### config.mk
export PLATFORM = sky130hd
export DESIGN_NAME = exception_unit_flat
export DESIGN_NICKNAME = d
export VERILOG_FILES = /design/src/rtl/exception_unit_if.sv /design/src/rtl/exception_unit.sv /design/src/flat_wrapper.sv
export SDC_FILE = /design/constraint.sdc
export NUM_CORES = 1
export LEC_CHECK = 0
export ABC_CLOCK_PERIOD_IN_PS = 2800
export CAP_MARGIN = 10
export CORE_ASPECT_RATIO = 1.1
export CORE_MARGIN = 5
export CORE_UTILIZATION = 35
export CTS_CLUSTER_SIZE = 40
export DETAILED_ROUTE_END_ITERATION = 10
export GPL_ROUTABILITY_DRIVEN = 0
export GPL_TIMING_DRIVEN = 0
export PLACE_DENSITY = 0.73
export SETUP_SLACK_MARGIN = 0.02
export SLEW_MARGIN = 20
export SYNTH_ARGS = -nofsm -noshare
export SYNTH_HDL_FRONTEND = slang
export SYNTH_SLANG_ARGS = --single-unit
### constraint.sdc
create_clock -name clk -period 2.8 [get_ports clk]
set_clock_uncertainty 0.05 [all_clocks]
set_input_delay 0.56 -clock clk [delete_from_list [all_inputs] [get_ports clk]]
set_output_delay 0.56 -clock clk [all_outputs]
set_load 0.03 [all_outputs]
### src/rtl/exception_unit_if.sv
// -----------------------------------------------------------------------------
// exception_unit_if
// Bundles the pipeline-side exception requests, the CSR-side handshake and the
// fetch redirect handshake of the trap sequencer.
//   master : pipeline / CSR / fetch side (drives requests, observes results)
//   slave  : exception_unit (observes requests, drives results)
// Signals:
//   id_illegal, id_ecall, id_pc          decode-stage requests and PC
//   ex_misaligned_fetch, ex_pc           execute-stage request and PC
//   mem_load_misaligned,
//   mem_store_misaligned, mem_pc         memory-stage requests and PC
//   mret_req, epc                        mret commit and saved EPC
//   pipe_drained                         all stages empty after flush
//   redirect_ready                       fetch accepted redirect
//   exception_sig, exception_pc,
//   exception_cause                      one-cycle CSR write strobe and data
//   flush                                kill in-flight instructions
//   redirect_valid, redirect_pc          redirect request to fetch
//   in_trap                              trap handler active
// -----------------------------------------------------------------------------
interface exception_unit_if;
    logic        id_illegal;
    logic        id_ecall;
    logic [31:0] id_pc;
    logic        ex_misaligned_fetch;
    logic [31:0] ex_pc;
    logic        mem_load_misaligned;
    logic        mem_store_misaligned;
    logic [31:0] mem_pc;
    logic        mret_req;
    logic [31:0] epc;
    logic        pipe_drained;
    logic        redirect_ready;
    logic        exception_sig;
    logic [31:0] exception_pc;
    logic [4:0]  exception_cause;
    logic        flush;
    logic        redirect_valid;
    logic [31:0] redirect_pc;
    logic        in_trap;

    modport master (
        output id_illegal, id_ecall, id_pc,
        output ex_misaligned_fetch, ex_pc,
        output mem_load_misaligned, mem_store_misaligned, mem_pc,
        output mret_req, epc, pipe_drained, redirect_ready,
        input  exception_sig, exception_pc, exception_cause,
        input  flush, redirect_valid, redirect_pc, in_trap
    );

    modport slave (
        input  id_illegal, id_ecall, id_pc,
        input  ex_misaligned_fetch, ex_pc,
        input  mem_load_misaligned, mem_store_misaligned, mem_pc,
        input  mret_req, epc, pipe_drained, redirect_ready,
        output exception_sig, exception_pc, exception_cause,
        output flush, redirect_valid, redirect_pc, in_trap
    );
endinterface

### src/rtl/exception_unit.sv
// -----------------------------------------------------------------------------
// exception_unit
// Trap sequencer between the pipeline stages and the CSR block. Picks the
// oldest pending exception, writes its PC/cause to the CSRs with a one-cycle
// strobe, flushes the pipeline and redirects fetch to TRAP_VECTOR. Also
// redirects fetch to the saved EPC on mret.
// Parameters:
//   TRAP_VECTOR  fetch target on any exception
// Ports:
//   clk          system clock, rising edge
//   reset        asynchronous active-low reset
//   bus          exception_unit_if.slave (requests in, CSR/flush/redirect out)
// Build option:
//   EXC_DOUBLE_FAULT_EN  when defined, an exception taken while in_trap is set
//                        parks the unit in HALT with flush held until reset;
//                        when undefined, nested exceptions trap normally.
// -----------------------------------------------------------------------------
module exception_unit #(
    parameter logic [31:0] TRAP_VECTOR = 32'h0000_0100
) (
    input  logic                    clk,
    input  logic                    reset,
    exception_unit_if.slave         bus
);

    localparam logic [4:0] CAUSE_MISALIGNED_FETCH = 5'd0;
    localparam logic [4:0] CAUSE_ILLEGAL          = 5'd2;
    localparam logic [4:0] CAUSE_LOAD_MISALIGNED  = 5'd4;
    localparam logic [4:0] CAUSE_STORE_MISALIGNED = 5'd6;
    localparam logic [4:0] CAUSE_ECALL            = 5'd11;

`ifdef EXC_DOUBLE_FAULT_EN
    typedef enum logic [1:0] {
        ST_IDLE     = 2'd0,
        ST_FLUSH    = 2'd1,
        ST_REDIRECT = 2'd2,
        ST_HALT     = 2'd3
    } state_t;
`else
    typedef enum logic [1:0] {
        ST_IDLE     = 2'd0,
        ST_FLUSH    = 2'd1,
        ST_REDIRECT = 2'd2
    } state_t;
`endif

    state_t      state_r;
    logic        exception_sig_r;
    logic [31:0] exception_pc_r;
    logic [4:0]  exception_cause_r;
    logic        flush_r;
    logic        redirect_valid_r;
    logic [31:0] redirect_pc_r;
    logic        in_trap_r;
    logic        mret_redirect_r;   // current redirect returns from the handler

    logic        req_any_s;
    logic [31:0] req_pc_s;
    logic [4:0]  req_cause_s;

    // Oldest-stage-first selection; younger requests are dropped since the flush kills them
    always_comb begin
        req_any_s   = 1'b1;
        req_pc_s    = 32'd0;
        req_cause_s = 5'd0;
        if (bus.mem_load_misaligned) begin
            req_pc_s    = bus.mem_pc;
            req_cause_s = CAUSE_LOAD_MISALIGNED;
        end else if (bus.mem_store_misaligned) begin
            req_pc_s    = bus.mem_pc;
            req_cause_s = CAUSE_STORE_MISALIGNED;
        end else if (bus.ex_misaligned_fetch) begin
            req_pc_s    = bus.ex_pc;
            req_cause_s = CAUSE_MISALIGNED_FETCH;
        end else if (bus.id_illegal) begin
            req_pc_s    = bus.id_pc;
            req_cause_s = CAUSE_ILLEGAL;
        end else if (bus.id_ecall) begin
            req_pc_s    = bus.id_pc;
            req_cause_s = CAUSE_ECALL;
        end else begin
            req_any_s   = 1'b0;
        end
    end

    // Trap sequencer FSM with all outputs registered
    always_ff @(posedge clk or negedge reset) begin
        if (!reset) begin
            state_r           <= ST_IDLE;
            exception_sig_r   <= 1'b0;
            exception_pc_r    <= 32'd0;
            exception_cause_r <= 5'd0;
            flush_r           <= 1'b0;
            redirect_valid_r  <= 1'b0;
            redirect_pc_r     <= 32'd0;
            in_trap_r         <= 1'b0;
            mret_redirect_r   <= 1'b0;
        end else begin
            // CSR strobe is a single-cycle pulse
            exception_sig_r <= 1'b0;
            case (state_r)
                ST_IDLE: begin
`ifdef EXC_DOUBLE_FAULT_EN
                    // Fault inside the handler: no CSR update, park with flush held
                    if (req_any_s && in_trap_r) begin
                        flush_r <= 1'b1;
                        state_r <= ST_HALT;
                    end else
`endif
                    if (req_any_s) begin
                        // Exception wins over a same-cycle mret
                        exception_sig_r   <= 1'b1;
                        exception_pc_r    <= req_pc_s;
                        exception_cause_r <= req_cause_s;
                        in_trap_r         <= 1'b1;
                        flush_r           <= 1'b1;
                        redirect_pc_r     <= TRAP_VECTOR;
                        mret_redirect_r   <= 1'b0;
                        state_r           <= ST_FLUSH;
                    end else if (bus.mret_req) begin
                        redirect_pc_r     <= bus.epc;
                        redirect_valid_r  <= 1'b1;
                        mret_redirect_r   <= 1'b1;
                        state_r           <= ST_REDIRECT;
                    end else begin
                        state_r           <= ST_IDLE;
                    end
                end
                ST_FLUSH: begin
                    if (bus.pipe_drained) begin
                        flush_r          <= 1'b0;
                        redirect_valid_r <= 1'b1;
                        state_r          <= ST_REDIRECT;
                    end else begin
                        flush_r          <= 1'b1;
                    end
                end
                ST_REDIRECT: begin
                    if (bus.redirect_ready) begin
                        redirect_valid_r <= 1'b0;
                        if (mret_redirect_r) begin
                            in_trap_r <= 1'b0;
                        end else begin
                            in_trap_r <= in_trap_r;
                        end
                        mret_redirect_r  <= 1'b0;
                        state_r          <= ST_IDLE;
                    end else begin
                        redirect_valid_r <= 1'b1;
                    end
                end
`ifdef EXC_DOUBLE_FAULT_EN
                ST_HALT: begin
                    flush_r <= 1'b1;
                    state_r <= ST_HALT;
                end
`endif
                default: begin
                    flush_r          <= 1'b0;
                    redirect_valid_r <= 1'b0;
                    mret_redirect_r  <= 1'b0;
                    state_r          <= ST_IDLE;
                end
            endcase
        end
    end

    assign bus.exception_sig   = exception_sig_r;
    assign bus.exception_pc    = exception_pc_r;
    assign bus.exception_cause = exception_cause_r;
    assign bus.flush           = flush_r;
    assign bus.redirect_valid  = redirect_valid_r;
    assign bus.redirect_pc     = redirect_pc_r;
    assign bus.in_trap         = in_trap_r;

endmodule

### src/flat_wrapper.sv
// flat-port wrapper written by rule: the top's interface ports become plain ports
module exception_unit_flat 
#(
    parameter logic [31:0] TRAP_VECTOR = 32'h0000_0100
)
  (clk, reset, bus_id_illegal, bus_id_ecall, bus_id_pc, bus_ex_misaligned_fetch, bus_ex_pc, bus_mem_load_misaligned, bus_mem_store_misaligned, bus_mem_pc, bus_mret_req, bus_epc, bus_pipe_drained, bus_redirect_ready, bus_exception_sig, bus_exception_pc, bus_exception_cause, bus_flush, bus_redirect_valid, bus_redirect_pc, bus_in_trap);
  exception_unit_if bus_i ();
  input  logic clk;
  input  logic reset;
  input wire logic [$bits(bus_i.id_illegal)-1:0] bus_id_illegal;
  input wire logic [$bits(bus_i.id_ecall)-1:0] bus_id_ecall;
  input wire logic [$bits(bus_i.id_pc)-1:0] bus_id_pc;
  input wire logic [$bits(bus_i.ex_misaligned_fetch)-1:0] bus_ex_misaligned_fetch;
  input wire logic [$bits(bus_i.ex_pc)-1:0] bus_ex_pc;
  input wire logic [$bits(bus_i.mem_load_misaligned)-1:0] bus_mem_load_misaligned;
  input wire logic [$bits(bus_i.mem_store_misaligned)-1:0] bus_mem_store_misaligned;
  input wire logic [$bits(bus_i.mem_pc)-1:0] bus_mem_pc;
  input wire logic [$bits(bus_i.mret_req)-1:0] bus_mret_req;
  input wire logic [$bits(bus_i.epc)-1:0] bus_epc;
  input wire logic [$bits(bus_i.pipe_drained)-1:0] bus_pipe_drained;
  input wire logic [$bits(bus_i.redirect_ready)-1:0] bus_redirect_ready;
  output wire logic [$bits(bus_i.exception_sig)-1:0] bus_exception_sig;
  output wire logic [$bits(bus_i.exception_pc)-1:0] bus_exception_pc;
  output wire logic [$bits(bus_i.exception_cause)-1:0] bus_exception_cause;
  output wire logic [$bits(bus_i.flush)-1:0] bus_flush;
  output wire logic [$bits(bus_i.redirect_valid)-1:0] bus_redirect_valid;
  output wire logic [$bits(bus_i.redirect_pc)-1:0] bus_redirect_pc;
  output wire logic [$bits(bus_i.in_trap)-1:0] bus_in_trap;
  assign bus_i.id_illegal = bus_id_illegal;
  assign bus_i.id_ecall = bus_id_ecall;
  assign bus_i.id_pc = bus_id_pc;
  assign bus_i.ex_misaligned_fetch = bus_ex_misaligned_fetch;
  assign bus_i.ex_pc = bus_ex_pc;
  assign bus_i.mem_load_misaligned = bus_mem_load_misaligned;
  assign bus_i.mem_store_misaligned = bus_mem_store_misaligned;
  assign bus_i.mem_pc = bus_mem_pc;
  assign bus_i.mret_req = bus_mret_req;
  assign bus_i.epc = bus_epc;
  assign bus_i.pipe_drained = bus_pipe_drained;
  assign bus_i.redirect_ready = bus_redirect_ready;
  assign bus_exception_sig = bus_i.exception_sig;
  assign bus_exception_pc = bus_i.exception_pc;
  assign bus_exception_cause = bus_i.exception_cause;
  assign bus_flush = bus_i.flush;
  assign bus_redirect_valid = bus_i.redirect_valid;
  assign bus_redirect_pc = bus_i.redirect_pc;
  assign bus_in_trap = bus_i.in_trap;
  exception_unit #(.TRAP_VECTOR(TRAP_VECTOR)) u_core (.clk(clk), .reset(reset), .bus(bus_i));
endmodule
==> results of run 1 <==
final timing paths:
path / start / end / slack [ns] / cells after the start
min: reset / u_core.bus.redirect_pc[16]$_DFFE_PN0P_ / 0.14 / 1
min reg2reg: u_core.bus.exception_cause[2]$_DFFE_PN0P_ / u_core.bus.exception_cause[2]$_DFFE_PN0P_ / 0.43 / 1
max in group asynchronous: reset / u_core.bus.redirect_pc[12]$_DFFE_PN0P_ / 1.98 / 2
max: bus_ex_misaligned_fetch / u_core.bus.redirect_pc[12]$_DFFE_PN0P_ / 0.25 / 6
max reg2reg: u_core.state_r[0]$_DFFE_PN0P_ / u_core.bus.redirect_pc[12]$_DFFE_PN0P_ / 0.81 / 5
min in group clk: u_core.bus.exception_cause[2]$_DFFE_PN0P_ / u_core.bus.exception_cause[2]$_DFFE_PN0P_ / 0.43 / 1
cell families (layout without fill, tap and decap cells):
logic type,count (synthesis),count (layout),synth area share
simple gates,44,44,0.09894
other cells,1,1,0.0009659
compound gates,110,110,0.2449
buf+inv,43,269,0.05414
flops,74,74,0.4770
mux,34,34,0.1241
layer usage:
metal  routed length (microns)  vias up
li1                          -     1647
met1                      5612     1680
met2                      6365      139
met3                      1076       14
met4                       168        0
met5                         0        -
cell usage in the layout, fill, tap and decap left out, drive strengths merged:
| cell | count |
|---|---|
| a311o | 32 |
| clkbuf | 36 |
| o21bai | 1 |
| o41ai | 1 |
| a22oi | 1 |
| mux2 | 32 |
| nand2 | 4 |
| o21ba | 1 |
| conb | 1 |
| bufinv | 1 |
| o31a | 1 |
| and2 | 1 |
| nor3 | 2 |
| or4 | 1 |
| a22o | 31 |
| dfrtp | 74 |
| or3b | 1 |
| o21ai | 2 |
| o31ai | 2 |
| inv | 6 |
| clkinv | 3 |
| mux2i | 2 |
| nor4bb | 32 |
| nor2 | 3 |
| o21a | 33 |
| clkinvlp | 1 |
| buf | 14 |
| a21o | 1 |
| a21oi | 4 |
| clkdlybuf4s50 | 208 |
report_power, final:
group	switching [mW]	internal [mW]
Sequential	0.177	1.39
Clock	0.432	0.733
Combinational	1.34	1.35
Total	1.94	3.47
area by class of cell:
type / count / area (sq um)
fillers: 951 / 4429
repair buffers: 210 / 2110
flip-flops and latches: 74 / 1852
multi-input cells: 189 / 1821
clock buffers: 11 / 252.7
plain buffers: 37 / 185.2
well taps: 147 / 183.9
clock inverters: 5 / 52.55
inverters: 6 / 25.02
metrics by stage:
| stage | hold WS (ns) | setup TNS, ns | setup WS (ns) | cell area, sq um | total power [mW] |
|---|---|---|---|---|---|
| finish | 0.1383 | 0 | 0.2529 | 6481 | 5.415 |
| CTS | 0.1413 | 0 | 0.2540 | 6481 | 5.492 |
| global route | 0.1645 | 0 | 0.1370 | 6481 | 5.691 |
| floorplan | 0.2144 | 0 | 0.7024 | 3882 | 3.203 |
| global placement | 0.4120 | -117.65 | -1.537 | 6158 | 4.253 |
| detailed placement | 0.4241 | -4.246 | -0.08836 | 6176 | 4.279 |
registers in the layout, indices dropped and copies added (netlist names):
signal,count
u_core.bus.exception_sig,1
u_core.bus.redirect_valid,1
u_core.bus.flush,1
u_core.state_r,2
u_core.bus.redirect_pc,32
u_core.bus.exception_pc,32
u_core.bus.exception_cause,3
u_core.mret_redirect_r,1
u_core.bus.in_trap,1
==> metrics.txt, run 1 <==
outcome=completed; final setup violation count=0; sum of net half-perimeters after detailed placement=9933 microns; synthesized flop and latch total=between 70 and 80; most crowded layer after global routing=met2; Post-Synthesis Cell Area=0.003882 sq mm; die height=about 120 microns; LEAKAGE=2.664 nW; clock latency on the worst-skew pair=0.33 ns; overall die width=110.4 microns; number of instances resized during post-cts repair=0; crit path DAT=2.76 ns; synthesized area per cell=12.69 sq um; vias in the first global route=~3,800; critical path capture point type=register; via count=3,480; ratio of final minimum period to clock period=0.9097; met3 Usage GRT=0.07808; total global routing overflow=0; crit path max-delay cell type=sky130_fd_sc_hd__or4_1; number of diodes=0; cell class contributing the biggest share of worst-path delay=buffers and inverters; maximum frequency from static timing analysis=~0.4 GHz; setup repair after global routing missed its margin=false; share of flip-flops with an asynchronous set or reset after synthesis=1.000; yosys synthesis warning count=0; vias per std cell=5.125; crit path time final=roughly 2.5 ns; Layout Cells excl Fill=about 680; Worst EP required=3.01 ns; number of antenna violations at the first check in global routing=0; relative slew slack=0.6265; Syn Inst Count=306; main flop type after synthesis=sky130_fd_sc_hd__dfrtp_1; master cell of the clock root buffer=sky130_fd_sc_hd__clkbuf_16; number of levels in the clock H-tree=3; I/O Pins=211; DRC errors left=0; largest voltage drop on the vdd net=around 0.3 mV; area of the core region=~0.011 sq mm; post-route ant nets=0; Post-CTS Setup Repair Bufs=0; fraction of layout cells with a size suffix above 1=0.1278; dominant cells by area after synthesis=sky130_fd_sc_hd__dfrtp_1 (48%), sky130_fd_sc_hd__mux2_4 (10%), sky130_fd_sc_hd__a311o_1 (8.3%), sky130_fd_sc_hd__nor4bb_1 (8.3%), sky130_fd_sc_hd__a22o_1 (7.0%); number of nets in the layout=about 670; clock sink count=74; Final Slew Violations=0; Net Count, Synth=roughly 440; Worst Max-Slew Pin Slew=0.5603 ns; most numerous cell types in the synthesized netlist=sky130_fd_sc_hd__dfrtp_1 (74), sky130_fd_sc_hd__o21a_1 (33), sky130_fd_sc_hd__a311o_1 (32), sky130_fd_sc_hd__nor4bb_1 (32), sky130_fd_sc_hd__a22o_1 (31); cell count after placement=663; pin count of the biggest net entering global routing=43; clock slew at reported path FFs=0.06 ns; Die Area=0.01330 sq mm; starting density of the core=0.3558; max-cap check violation count=0; distinct cell type count after synthesis=33; final routed wire length divided by cell count=19.47 microns; area delta synth->final=66.94%; GRT Resource Usage Total=0.1939; power density over cell area=835.6 mW/mm^2; fraction of synthesized cell area taken by the top area cell type=0.4770; row count=40; most numerous cell in the Yosys netlist=sky130_fd_sc_hd__dfrtp_1; met1 Resource Use GR=0.2344; ordered list of cells on the worst path=clkdlybuf4s50_1, or4_1, buf_2, o31ai_2, buf_4, a22o_1; Critical Path Start Type=input port; Buffers & Inverters on Critical Path=3; slowest cell delay on critical path=0.61 ns; number of DRC violations after detailed-routing iteration 0=175; dominant cell type by area after synthesis=sky130_fd_sc_hd__dfrtp_1; total of buffers placed on input and output ports=about 210; met2 layer usage reported by global route=0.3213; count of endpoints failing hold in the final timing report=0; wire length of the first global-routing pass=20,580 microns; class of the worst hold path=in2async; hold_buf cts=0; TritonCTS clock tree=done; clock buffer count from CTS=9; share of the yosys chip area belonging to registers=0.4770; count of flip-flops with a built-in enable after synthesis=0; utilization after layout=0.5940; Initial DRT Pass Iterations=4; routed wire length=13,220 microns; maximum net fanout on the critical path=10; critical path type=in2reg; buffer levels on the longest clock path=2
Power figures use the tool's default switching activity.
==> run 2: changes to the inputs <==
--- a/config.mk
+++ b/config.mk
@@ -8,7 +8,6 @@
 export ABC_CLOCK_PERIOD_IN_PS = 2800
 export CAP_MARGIN = 10
 export CORE_ASPECT_RATIO = 1.1
-export CORE_MARGIN = 5
 export CORE_UTILIZATION = 35
 export CTS_CLUSTER_SIZE = 40
 export DETAILED_ROUTE_END_ITERATION = 10
==> run 2 against run 1 <==
Compared with the run above:
- via count is 0.55% higher
- worst hold slack got worse by 0.024 ns
- first-iteration DRC count fell by 17%
- critical endpoint is now u_core.bus.exception_pc[2]$_DFFE_PN0P_
==> metrics.txt, run 2 (synthesis gave the netlist of run 1 again) <==
outcome=completed (unchanged); utilization after layout=0.6098 (was 0.5940); number of instances resized during post-cts repair=0 (unchanged); pin count of the biggest net entering global routing=47 (was 43); maximum frequency from static timing analysis=0.4022 GHz (was 0.3926 GHz); setup repair after global routing missed its margin=false (unchanged); wire length on met2=6292 microns (was 6365 microns); Critical Path Start Type=input port (unchanged); total global routing overflow=0 (unchanged); overall die width=102.4 microns (was 110.4 microns); fraction of layout cells with a size suffix above 1=0.1278 (unchanged); crit path time final=2.486 ns (was 2.547 ns); row count=39 (was 40); cell class contributing the biggest share of worst-path delay=buffers and inverters (unchanged); maximum net fanout on the critical path=10 (unchanged); I/O Pins=211 (unchanged); number of diodes=0 (unchanged); crit path max-delay cell type=sky130_fd_sc_hd__or4_1 (unchanged); area of the core region=0.01059 sq mm (was 0.01091 sq mm); post-route met1 wirelength=5215 microns (was 5612 microns); Worst Max-Slew Pin Slew=0.5752 ns (was 0.5603 ns); GRT Resource Usage Total=0.2231 (was 0.1939); clock buffer count from CTS=9 (unchanged); uppermost layer routed=met4 (unchanged); Die Area=0.01152 sq mm (was 0.01330 sq mm); power consumption=5.320 mW (was 5.415 mW); final setup violation count=0 (unchanged); max-cap check violation count=0 (unchanged); clock latency on the worst-skew pair=0.33 ns (about the same); routed wire length=12,580 microns (was 13,220 microns); area after detailed placement=0.006178 sq mm (was 0.006176 sq mm); Worst EP required=2.96 ns (was 3.01 ns); class of the worst hold path=in2async (unchanged); final total negative setup slack=0 ns (unchanged); DRC errors left=0 (unchanged); TritonCTS clock tree=done (unchanged); power density over cell area=823.9 mW/mm^2 (was 835.6 mW/mm^2); clock slew at reported path FFs=0.06 ns (about the same); die height=112.5 microns (was 120.5 microns); vias per std cell=5.184 (was 5.125); Initial DRT Pass Iterations=4 (unchanged); leading cell types in the layout, fill and taps excluded=sky130_fd_sc_hd__clkdlybuf4s50_1 (208), sky130_fd_sc_hd__dfrtp_1 (74), sky130_fd_sc_hd__o21a_1 (33) (unchanged); relative slew slack=0.6166 (was 0.6265); number of levels in the clock H-tree=3 (unchanged); detailed-routed wire length on met3=956 microns (was 1076 microns); final routed wire length divided by cell count=18.64 microns (was 19.47 microns); area delta synth->final=66.32% (was 66.94%); critical path capture point type=register (unchanged); ratio of final minimum period to clock period=0.8880 (was 0.9097); slowest cell delay on critical path=0.58 ns (was 0.61 ns); Post-CTS Setup Repair Bufs=0 (unchanged); starting density of the core=0.3667 (was 0.3558); vias in the first global route=3,752 (was 3,834); most common cell after layout, fill and taps aside=sky130_fd_sc_hd__clkdlybuf4s50_1 (unchanged); sum of net half-perimeters after detailed placement=9254 microns (was 9933 microns); via count=3,499 (was 3,480); hold_buf cts=0 (unchanged); Final Slew Violations=0 (unchanged); count of endpoints failing hold in the final timing report=0 (unchanged); largest voltage drop on the vdd net=0.4304 mV (was 0.3044 mV); master cell of the clock root buffer=sky130_fd_sc_hd__clkbuf_16 (unchanged); number of antenna violations at the first check in global routing=0 (unchanged); LEAKAGE=2.645 nW (was 2.664 nW); post-route standard cell area excluding fillers=0.006457 sq mm (was 0.006481 sq mm); wire length of the first global-routing pass=19,740 microns (was 20,580 microns); ordered list of cells on the worst path=clkdlybuf4s50_1, or4_1, buf_2, o21ai_4, inv_4, buf_6, mux2_4 (was clkdlybuf4s50_1, or4_1, buf_2, o31ai_2, buf_4, a22o_1); buffer levels on the longest clock path=2 (unchanged); clock sink count=74 (unchanged); crit path DAT=2.65 ns (was 2.76 ns); Filler Cell Count=894 (was 951); number of DRC violations after detailed-routing iteration 0=145 (was 175); total of buffers placed on input and output ports=209 (unchanged); number of nets in the layout=665 (unchanged); Buffers & Inverters on Critical Path=4 (was 3); post-route ant nets=0 (unchanged); critical path type=in2reg (unchanged)
[run 2: cell types whose count changed in the layout (fill, tap and decap cells not counted), sizes merged]
cell,delta
bufinv,-1
clkbuf,-2
clkinv,-1
clkinvlp,+2
inv,+2
[run 2: worst paths after layout]
path / slack, ns / to / cells after the start / from
worst max-delay path: 0.31 / u_core.bus.exception_pc[2]$_DFFE_PN0P_ / 7 / bus_ex_misaligned_fetch
worst min-delay path: 0.11 / u_core.bus.exception_sig$_DFF_PN0_ / 1 / reset
worst max register to register: 0.85 / u_core.bus.redirect_pc[2]$_DFFE_PN0P_ / 5 / u_core.state_r[0]$_DFFE_PN0P_
worst min register to register: 0.43 / u_core.bus.exception_cause[2]$_DFFE_PN0P_ / 1 / u_core.bus.exception_cause[2]$_DFFE_PN0P_
max in group asynchronous: 2.02 / u_core.bus.redirect_pc[3]$_DFFE_PN0P_ / 2 / reset
min in group clk: 0.43 / u_core.bus.exception_cause[2]$_DFFE_PN0P_ / 1 / u_core.bus.exception_cause[2]$_DFFE_PN0P_
[run 2: through the flow]
step | worst slack [ns] | std cells | hold WS [ns]
6_report | 0.3136 | 675 | 0.1146
5_1_grt | 0.2017 | 675 | 0.1361
4_1_cts | 0.2865 | 675 | 0.1192
3_5_place_dp | -0.05126 | 659 | 0.4218
3_3_place_gp | -1.473 | 658 | 0.4145
2_1_floorplan | 0.7024 | 306 | 0.2144
[run 2: where the power goes]
part	internal (mW)	switching, mW
clock network	0.606	0.477
registers	1.39	0.177
logic	1.35	1.32
total	3.34	1.98
[run 2: layer usage]
layer  vias to the layer above  track usage
met5                         -            0
met4                         0      0.05714
met3                        11      0.07223
met2                       126       0.3738
met1                      1710       0.2733
li1                       1652            -
[run 2: layout make-up]
| class | instances | area, sq um | area share |
|---|---|---|---|
| buffer | 37 | 185.2 | 0.02868 |
| clock buffer | 9 | 225.2 | 0.03488 |
| clock inverter | 7 | 53.80 | 0.008332 |
| inverter | 6 | 25.02 | 0.003875 |
| multi-input combinational | 189 | 1821 | 0.2819 |
| sequential | 74 | 1852 | 0.2868 |
| tap | 143 | 178.9 | 0.02771 |
| timing repair buffer | 210 | 2117 | 0.3278 |
